==> src/rtl/logic_unit_pipe.sv <==
// Two-stage bitwise logic unit with valid/ready handshakes, an accumulate (reduction-chain)
// mode and registered zero/all-ones flags.
module logic_unit_pipe #(
    parameter int unsigned word_size = 32,
    parameter int unsigned cnt_width = 8
) (
    input  logic                 clk,
    input  logic                 rst_n,
    input  logic                 in_valid,
    output logic                 in_ready,
    input  logic [2:0]           op,
    input  logic                 acc,
    input  logic                 last,
    input  logic [word_size-1:0] R2,
    input  logic [word_size-1:0] R3,
    output logic                 out_valid,
    input  logic                 out_ready,
    output logic [word_size-1:0] logic_out,
    output logic                 zero_flag,
    output logic                 ones_flag,
    output logic [cnt_width-1:0] chain_len
);

    typedef enum logic [0:0] {StIdle, StAcc} state_e;

    function automatic logic [word_size-1:0] logic_fn(input logic [2:0]           sel,
                                                      input logic [word_size-1:0] a,
                                                      input logic [word_size-1:0] b);
        logic [word_size-1:0] r;
        unique case (sel)
            3'b000:  r = a & b;
            3'b001:  r = a | b;
            3'b010:  r = a ^ b;
            3'b011:  r = ~(a & b);
            3'b100:  r = ~(a | b);
            3'b101:  r = ~(a ^ b);
            3'b110:  r = a & ~b;
            default: r = a;
        endcase
        return r;
    endfunction

    state_e               state_q, state_d;
    logic                 s1_valid_q, s1_valid_d;
    logic [2:0]           s1_op_q, s1_op_d;
    logic                 s1_acc_q, s1_acc_d;
    logic                 s1_last_q, s1_last_d;
    logic [word_size-1:0] s1_r2_q, s1_r2_d;
    logic [word_size-1:0] s1_r3_q, s1_r3_d;
    logic [word_size-1:0] accum_q, accum_d;
    logic [cnt_width-1:0] cnt_q, cnt_d;
    logic                 out_valid_q, out_valid_d;
    logic [word_size-1:0] logic_out_q, logic_out_d;
    logic                 zero_q, zero_d;
    logic                 ones_q, ones_d;
    logic [cnt_width-1:0] chain_len_q, chain_len_d;

    logic [word_size-1:0] opnd_a;
    logic [word_size-1:0] res;
    logic [cnt_width-1:0] cnt_inc;
    logic                 produces;
    logic                 s1_advance;
    logic                 accept;

    always_comb begin
        opnd_a     = (state_q == StAcc) ? accum_q : s1_r2_q;
        res        = logic_fn(s1_op_q, opnd_a, s1_r3_q);
        cnt_inc    = (cnt_q == {cnt_width{1'b1}}) ? cnt_q : cnt_q + cnt_width'(1);
        // In IDLE an acc beat that is also last collapses to a single-beat result.
        produces   = (state_q == StAcc) ? s1_last_q : (!s1_acc_q || s1_last_q);
        s1_advance = s1_valid_q && (!produces || !out_valid_q || out_ready);
        in_ready   = rst_n && (!s1_valid_q || s1_advance);
        accept     = in_valid && in_ready;
    end

    always_comb begin
        state_d     = state_q;
        s1_valid_d  = s1_valid_q;
        s1_op_d     = s1_op_q;
        s1_acc_d    = s1_acc_q;
        s1_last_d   = s1_last_q;
        s1_r2_d     = s1_r2_q;
        s1_r3_d     = s1_r3_q;
        accum_d     = accum_q;
        cnt_d       = cnt_q;
        out_valid_d = out_valid_q;
        logic_out_d = logic_out_q;
        zero_d      = zero_q;
        ones_d      = ones_q;
        chain_len_d = chain_len_q;

        if (accept) begin
            s1_valid_d = 1'b1;
            s1_op_d    = op;
            s1_acc_d   = acc;
            s1_last_d  = last;
            s1_r2_d    = R2;
            s1_r3_d    = R3;
        end else if (s1_advance) begin
            s1_valid_d = 1'b0;
        end

        if (out_valid_q && out_ready) begin
            out_valid_d = 1'b0;
        end

        if (s1_advance) begin
            if (produces) begin
                out_valid_d = 1'b1;
                logic_out_d = res;
                zero_d      = (res == '0);
                ones_d      = &res;
                chain_len_d = (state_q == StAcc) ? cnt_inc : cnt_width'(1);
                state_d     = StIdle;
            end else begin
                accum_d = res;
                cnt_d   = (state_q == StAcc) ? cnt_inc : cnt_width'(1);
                state_d = StAcc;
            end
        end
    end

    always_ff @(posedge clk or negedge rst_n) begin
        if (!rst_n) begin
            state_q     <= StIdle;
            s1_valid_q  <= 1'b0;
            s1_op_q     <= '0;
            s1_acc_q    <= 1'b0;
            s1_last_q   <= 1'b0;
            s1_r2_q     <= '0;
            s1_r3_q     <= '0;
            accum_q     <= '0;
            cnt_q       <= '0;
            out_valid_q <= 1'b0;
            logic_out_q <= '0;
            zero_q      <= 1'b0;
            ones_q      <= 1'b0;
            chain_len_q <= '0;
        end else begin
            state_q     <= state_d;
            s1_valid_q  <= s1_valid_d;
            s1_op_q     <= s1_op_d;
            s1_acc_q    <= s1_acc_d;
            s1_last_q   <= s1_last_d;
            s1_r2_q     <= s1_r2_d;
            s1_r3_q     <= s1_r3_d;
            accum_q     <= accum_d;
            cnt_q       <= cnt_d;
            out_valid_q <= out_valid_d;
            logic_out_q <= logic_out_d;
            zero_q      <= zero_d;
            ones_q      <= ones_d;
            chain_len_q <= chain_len_d;
        end
    end

    assign out_valid = out_valid_q;
    assign logic_out = logic_out_q;
    assign zero_flag = zero_q;
    assign ones_flag = ones_q;
    assign chain_len = chain_len_q;

endmodule

==> config.mk <==
export PLATFORM = sky130hd
export DESIGN_NAME = logic_unit_pipe
export DESIGN_NICKNAME = d
export VERILOG_FILES = /design/src/rtl/logic_unit_pipe.sv
export SDC_FILE = /design/constraint.sdc
export NUM_CORES = 1
export LEC_CHECK = 0
export CORE_MARGIN = 2
export CORE_UTILIZATION = 62
export CTS_CLUSTER_SIZE = 40
export DETAILED_ROUTE_END_ITERATION = 10
export GPL_ROUTABILITY_DRIVEN = 0
export PLACE_DENSITY_LB_ADDON = 0.08
export SLEW_MARGIN = 25
export SYNTH_ARGS = -nofsm -noshare
export SYNTH_HDL_FRONTEND = slang
export SYNTH_SLANG_ARGS = --single-unit
export TNS_END_PERCENT = 1
==> constraint.sdc <==
create_clock -name clk -period 6.1 [get_ports clk]
set_input_delay 1.22 -clock clk [delete_from_list [all_inputs] [get_ports clk]]
set_output_delay 1.22 -clock clk [all_outputs]
set_load 0.05 [all_outputs]
# After elaboration in Yosys (flattened, before gate mapping)
# Cells that the tools add are included.
# classes
add_sub_neg,1
eq_ne,7
n_mux,11
n_bitwise,9
reduce_logical,18
# ops
cell,count
$pmux W32 S7,1
$not A32 Y32,4
$and A32 B32 Y32,2
$logic_not A32 Y1,1
$mux W32,1
$or A32 B32 Y32,1
$reduce_and A32 Y1,1
$xor A32 B32 Y32,1
$mux W8,2
$eq A3 B3 Y1 const B,3
$add A8 B1 Y8 const B,1
$eq A8 B8 Y1 const B,1
$mux W1,7
$eq A3 B2 Y1 const B,2
$logic_and A1 B1 Y1,4
$logic_not A1 Y1,4
$logic_or A1 B1 Y1,4
$reduce_and A2 Y1,2
$eq A3 B1 Y1 const B,1
$logic_not A3 Y1,1
$reduce_bool A2 Y1,1
$not A1 Y1,1
# totals
register_bits,154
input_bits,73
out_inout_bits,44
word_cells,60

# Longest topological paths before layout
# logic_depth
word_depth,11
ltp_mapped,14
ltp_nobuf,10

# Worst setup path after synthesis
# No wires, ideal clock.
# synth_timing
path_kind,input to output
from,input out_ready
to,output in_ready
arrival_time_ns,2.005
path_slack_ns,2.875
cell_stages,3
n_path_buf,0
cell_sequence,nand2b_1 -> or2_2 -> and2_1
# synth_via
elab_chain_len,4
# synth_rtl
element,line,text
from (decl),17,"input logic out_ready,"
$logic_or A1 B1 Y1,71,s1_advance = s1_valid_q && (!produces || !out_valid_q || out_ready);
$logic_and A1 B1 Y1,71,
$logic_or A1 B1 Y1,72,in_ready = rst_n && (!s1_valid_q || s1_advance);
$logic_and A1 B1 Y1,72,
to (decl),10,"output logic in_ready,"
# No other way between the ends.

# Worst setup path after layout
# Ends and elaborated chain as after synthesis.

==> load_flow_metrics.sql <==
INSERT INTO impl_metrics (metric_group, metric, value, unit) VALUES
('worst_setup_path', 'arrival_time_at_the_worst_endpoint', '2.98', 'ns'),
('global_routing', 'grt_max_degree', '66', ''),
('status', 'run_status', 'finished, final reports clean', ''),
('flow_run', 'cap_viol_max_count', '0', ''),
('yosys', 'count_of_yosys_warnings_during_synthesis', '0', ''),
('final_layout', 'postLayoutCoreUtil', '74.2', '%'),
('cts', 'clk_root_buffer_cell', 'clkbuf_16', ''),
('global_routing', 'met2_track_usage_gr', '51.5', '%'),
('cts', 'clk-insertion-delay-late', '0.43', 'ns'),
('cts', 'ctsLongestPathBuffers', '2', ''),
('final_layout', 'layout.cells.most_common_list', '150 x dfrtp_1, 122 x nand2_1, 115 x clkdlybuf4s50_1', ''),
('power_and_ir_drop', 'p_total', '5.26', 'mW'),
('timing', 'tns', '0', 'ns'),
('yosys', 'number_of_enable_flip_flop_cells_after_synthesis', '0', ''),
('timing', 'final.period_utilization', '68.8', '%'),
('detailed_routing', 'totalWireLength', '25500', 'um'),
('floorplanning', 'fp.dieArea', '17300', 'um^2'),
('cts', 'postCtsResizedCells', '0', ''),
('timing', 'hold_viol_final', '0', ''),
('global_routing', 'grt_first_pass_wirelength', '41800', 'um'),
('worst_setup_path', 'critical_path.cell_chain', 'clkdlybuf4s50_1, nand2b_1, or2_2, and2_1, clkdlybuf4s50_1', ''),
('yosys', 'synth.ff_latch_count', '154', ''),
('final_layout', 'num_antenna_cells', '0', ''),
('final_layout', 'multi_input_area', '5540', 'um^2'),
('yosys', 'synthesis.instances', '1031', ''),
('final_layout', 'num-nets-final', '1281', ''),
('yosys', 'post_syn_area_per_cell', '9.76', 'um^2'),
('worst_setup_path', 'timing.critical_path.required', '4.88', 'ns'),
('detailed_routing', 'drc_errors', '0', ''),
('hold_path', 'whs_path_depth', '2', ''),
('final_layout', 'drive_gt1_share', '14.1', '%'),
('global_routing', 'grt_util_all_layers', '30.3', '%'),
('yosys', 'yosys_most_used_dff', 'dfrtp_1', ''),
('timing', 'rsz0062_at_grt', 'false', ''),
('timing', 'finalSetupViolations', '0', ''),
('worst_setup_path', 'critical-path-max-stage-delay', '0.70', 'ns'),
('worst_setup_path', 'crit_slowest_cell', 'clkdlybuf4s50_1', ''),
('detailed_routing', 'initialDrtViolationCount', '638', ''),
('final_layout', 'area_delta_synth_final', '17.3', '%'),
('floorplanning', 'start_util', '63.3', '%'),
('hold_path', 'worstHoldStart', 'accum_q[10]', ''),
('place', 'portBuffers', '116', ''),
('worst_setup_path', 'worst_r2r_endpoint', 'zero_flag', ''),
('floorplanning', 'io_pins', '117', ''),
('timing', 'timing.final.crit_period', '4.20', 'ns'),
('global_routing', 'global_route.usage.met1', '39.5', '%'),
('hold_path', 'timing.hold.worst_endpoint', 'accum_q[10]', ''),
('final_layout', 'finalNonFillerCells', '1339', ''),
('cts', 'numClockSinks', '154', ''),
('timing', 'worst_clock_skew', '0.0108', 'ns'),
('yosys', 'synth_cell_type_count', '70', ''),
('worst_setup_path', 'rr_worst_depth', '11', ''),
('floorplanning', 'design.core.area', '15900', 'um^2'),
('place', 'placed_area', '11200', 'um^2'),
('worst_setup_path', 'number_of_buffer_and_inverter_instances_along_the_worst_setup_path', '2', ''),
('cts', 'cts-buffers-inserted', '17', ''),
('place', 'detailedPlacementHpwl', '17400', 'um'),
('cts', 'hold_buffer_count_at_cts', '0', ''),
('yosys', 'synthesis.nets', '1201', ''),
('floorplanning', 'die_w', '131', 'um'),
('global_routing', 'grt_overflow', '0', ''),
('global_routing', 'grt_use_met3', '6.21', '%'),
('detailed_routing', 'final_antenna_net_count', '0', ''),
('timing', 'worst_relative_slew_slack', '39.9', '%'),
('global_routing', 'via_count_of_the_first_global_routing_pass', '8053', ''),
('detailed_routing', 'avg_wl_per_cell', '19.0', 'um'),
('global_routing', 'initial_antenna_violation_count', '0', ''),
('floorplanning', 'row_count', '46', ''),
('timing', 'final_max_slew_viol_count', '0', ''),
('worst_setup_path', 'worst_setup_path_end_kind', 'output port', ''),
('place', 'place_worst_setup_slack', '1.91', 'ns');
==> worst max path at each step <==
stage          slack [ns]        to       from
2_1_floorplan        2.88  in_ready  out_ready
3_3_place_gp         1.90  in_ready  out_ready
3_5_place_dp         1.91  in_ready  out_ready
4_1_cts              1.90  in_ready  out_ready
5_1_grt              1.83  in_ready  out_ready
6_report             1.90  in_ready  out_ready
==> routing by layer <==
metal | wire length (um) | part of all wire (%)
met5 | 0 | 0
met4 | 560 | 2.2
met3 | 1770 | 6.9
met2 | 12300 | 48
met1 | 10800 | 43
==> logic make-up after synthesis <==
family,synth area share (%)
mux,14.8
xor+xnor,0.261
flops,38.3
simple gates,11.8
compound gates,16.0
fa+ha+maj,12.1
buf+inv,6.70
==> cells in the mapped netlist, types with 4 or more instances <==
cell type	instances	area (um^2)
o211ai_1	13	97.6
a21oi_1	48	240
clkbuf_1	22	82.6
ha_1	97	1210
buf_2	20	100
o31ai_1	5	37.5
nor2_1	33	124
a211oi_1	11	82.6
nand2_1	124	465
o22ai_1	24	150
dfrtp_1	154	3850
nor2b_1	24	150
buf_4	12	90.1
o221ai_1	6	52.6
inv_1	73	274
and2_1	6	37.5
mux2i_1	32	320
nand3_1	12	60.1
nand2b_1	11	68.8
mux2_2	98	1100
nand4_1	4	25.0
or2_2	4	25.0
o21ai_0	92	460
buf_6	10	113
and3_1	7	43.8
a221oi_1	11	96.3
o32ai_1	7	61.3
==> layout make-up <==
cell class	instances	area share (%)
inverter	76	2.42
clock buffer	21	3.90
clock inverter	10	1.20
sequential	154	32.7
multi-input combinational	736	47.0
tap	216	2.29
timing repair buffer	126	10.5
==> state kept, by name (all words and copies together) (netlist names) <==
register	count
accum_q	32
chain_len	8
cnt_q	8
s1_last_q	1
s1_acc_q	1
s1_r2_q	32
s1_valid_q	1
s1_r3_q	32
ones_flag	1
s1_op_q	3
zero_flag	1
out_valid	1
logic_out	32
state_q	1
==> worst reg2reg max path, delay by kind of cell (launching register included) <==
family / cells / cell delay [ns]
buffers and inverters: 3 / 0.68
adders and majority gates: 1 / 0.13
and+or+nand+nor: 3 / 0.36
muxes: 1 / 0.45
AOI/OAI and AO/OA: 3 / 1.07
DFF: 1 / 0.85
==> report_power, final <==
group | internal (mW) | switching, mW | leakage, nW
Clock | 0.665 | 0.431 | 0.290
Combinational | 0.998 | 1.58 | 3.27
Sequential | 1.33 | 0.255 | 1.87
Power figures use the tool's default switching activity.
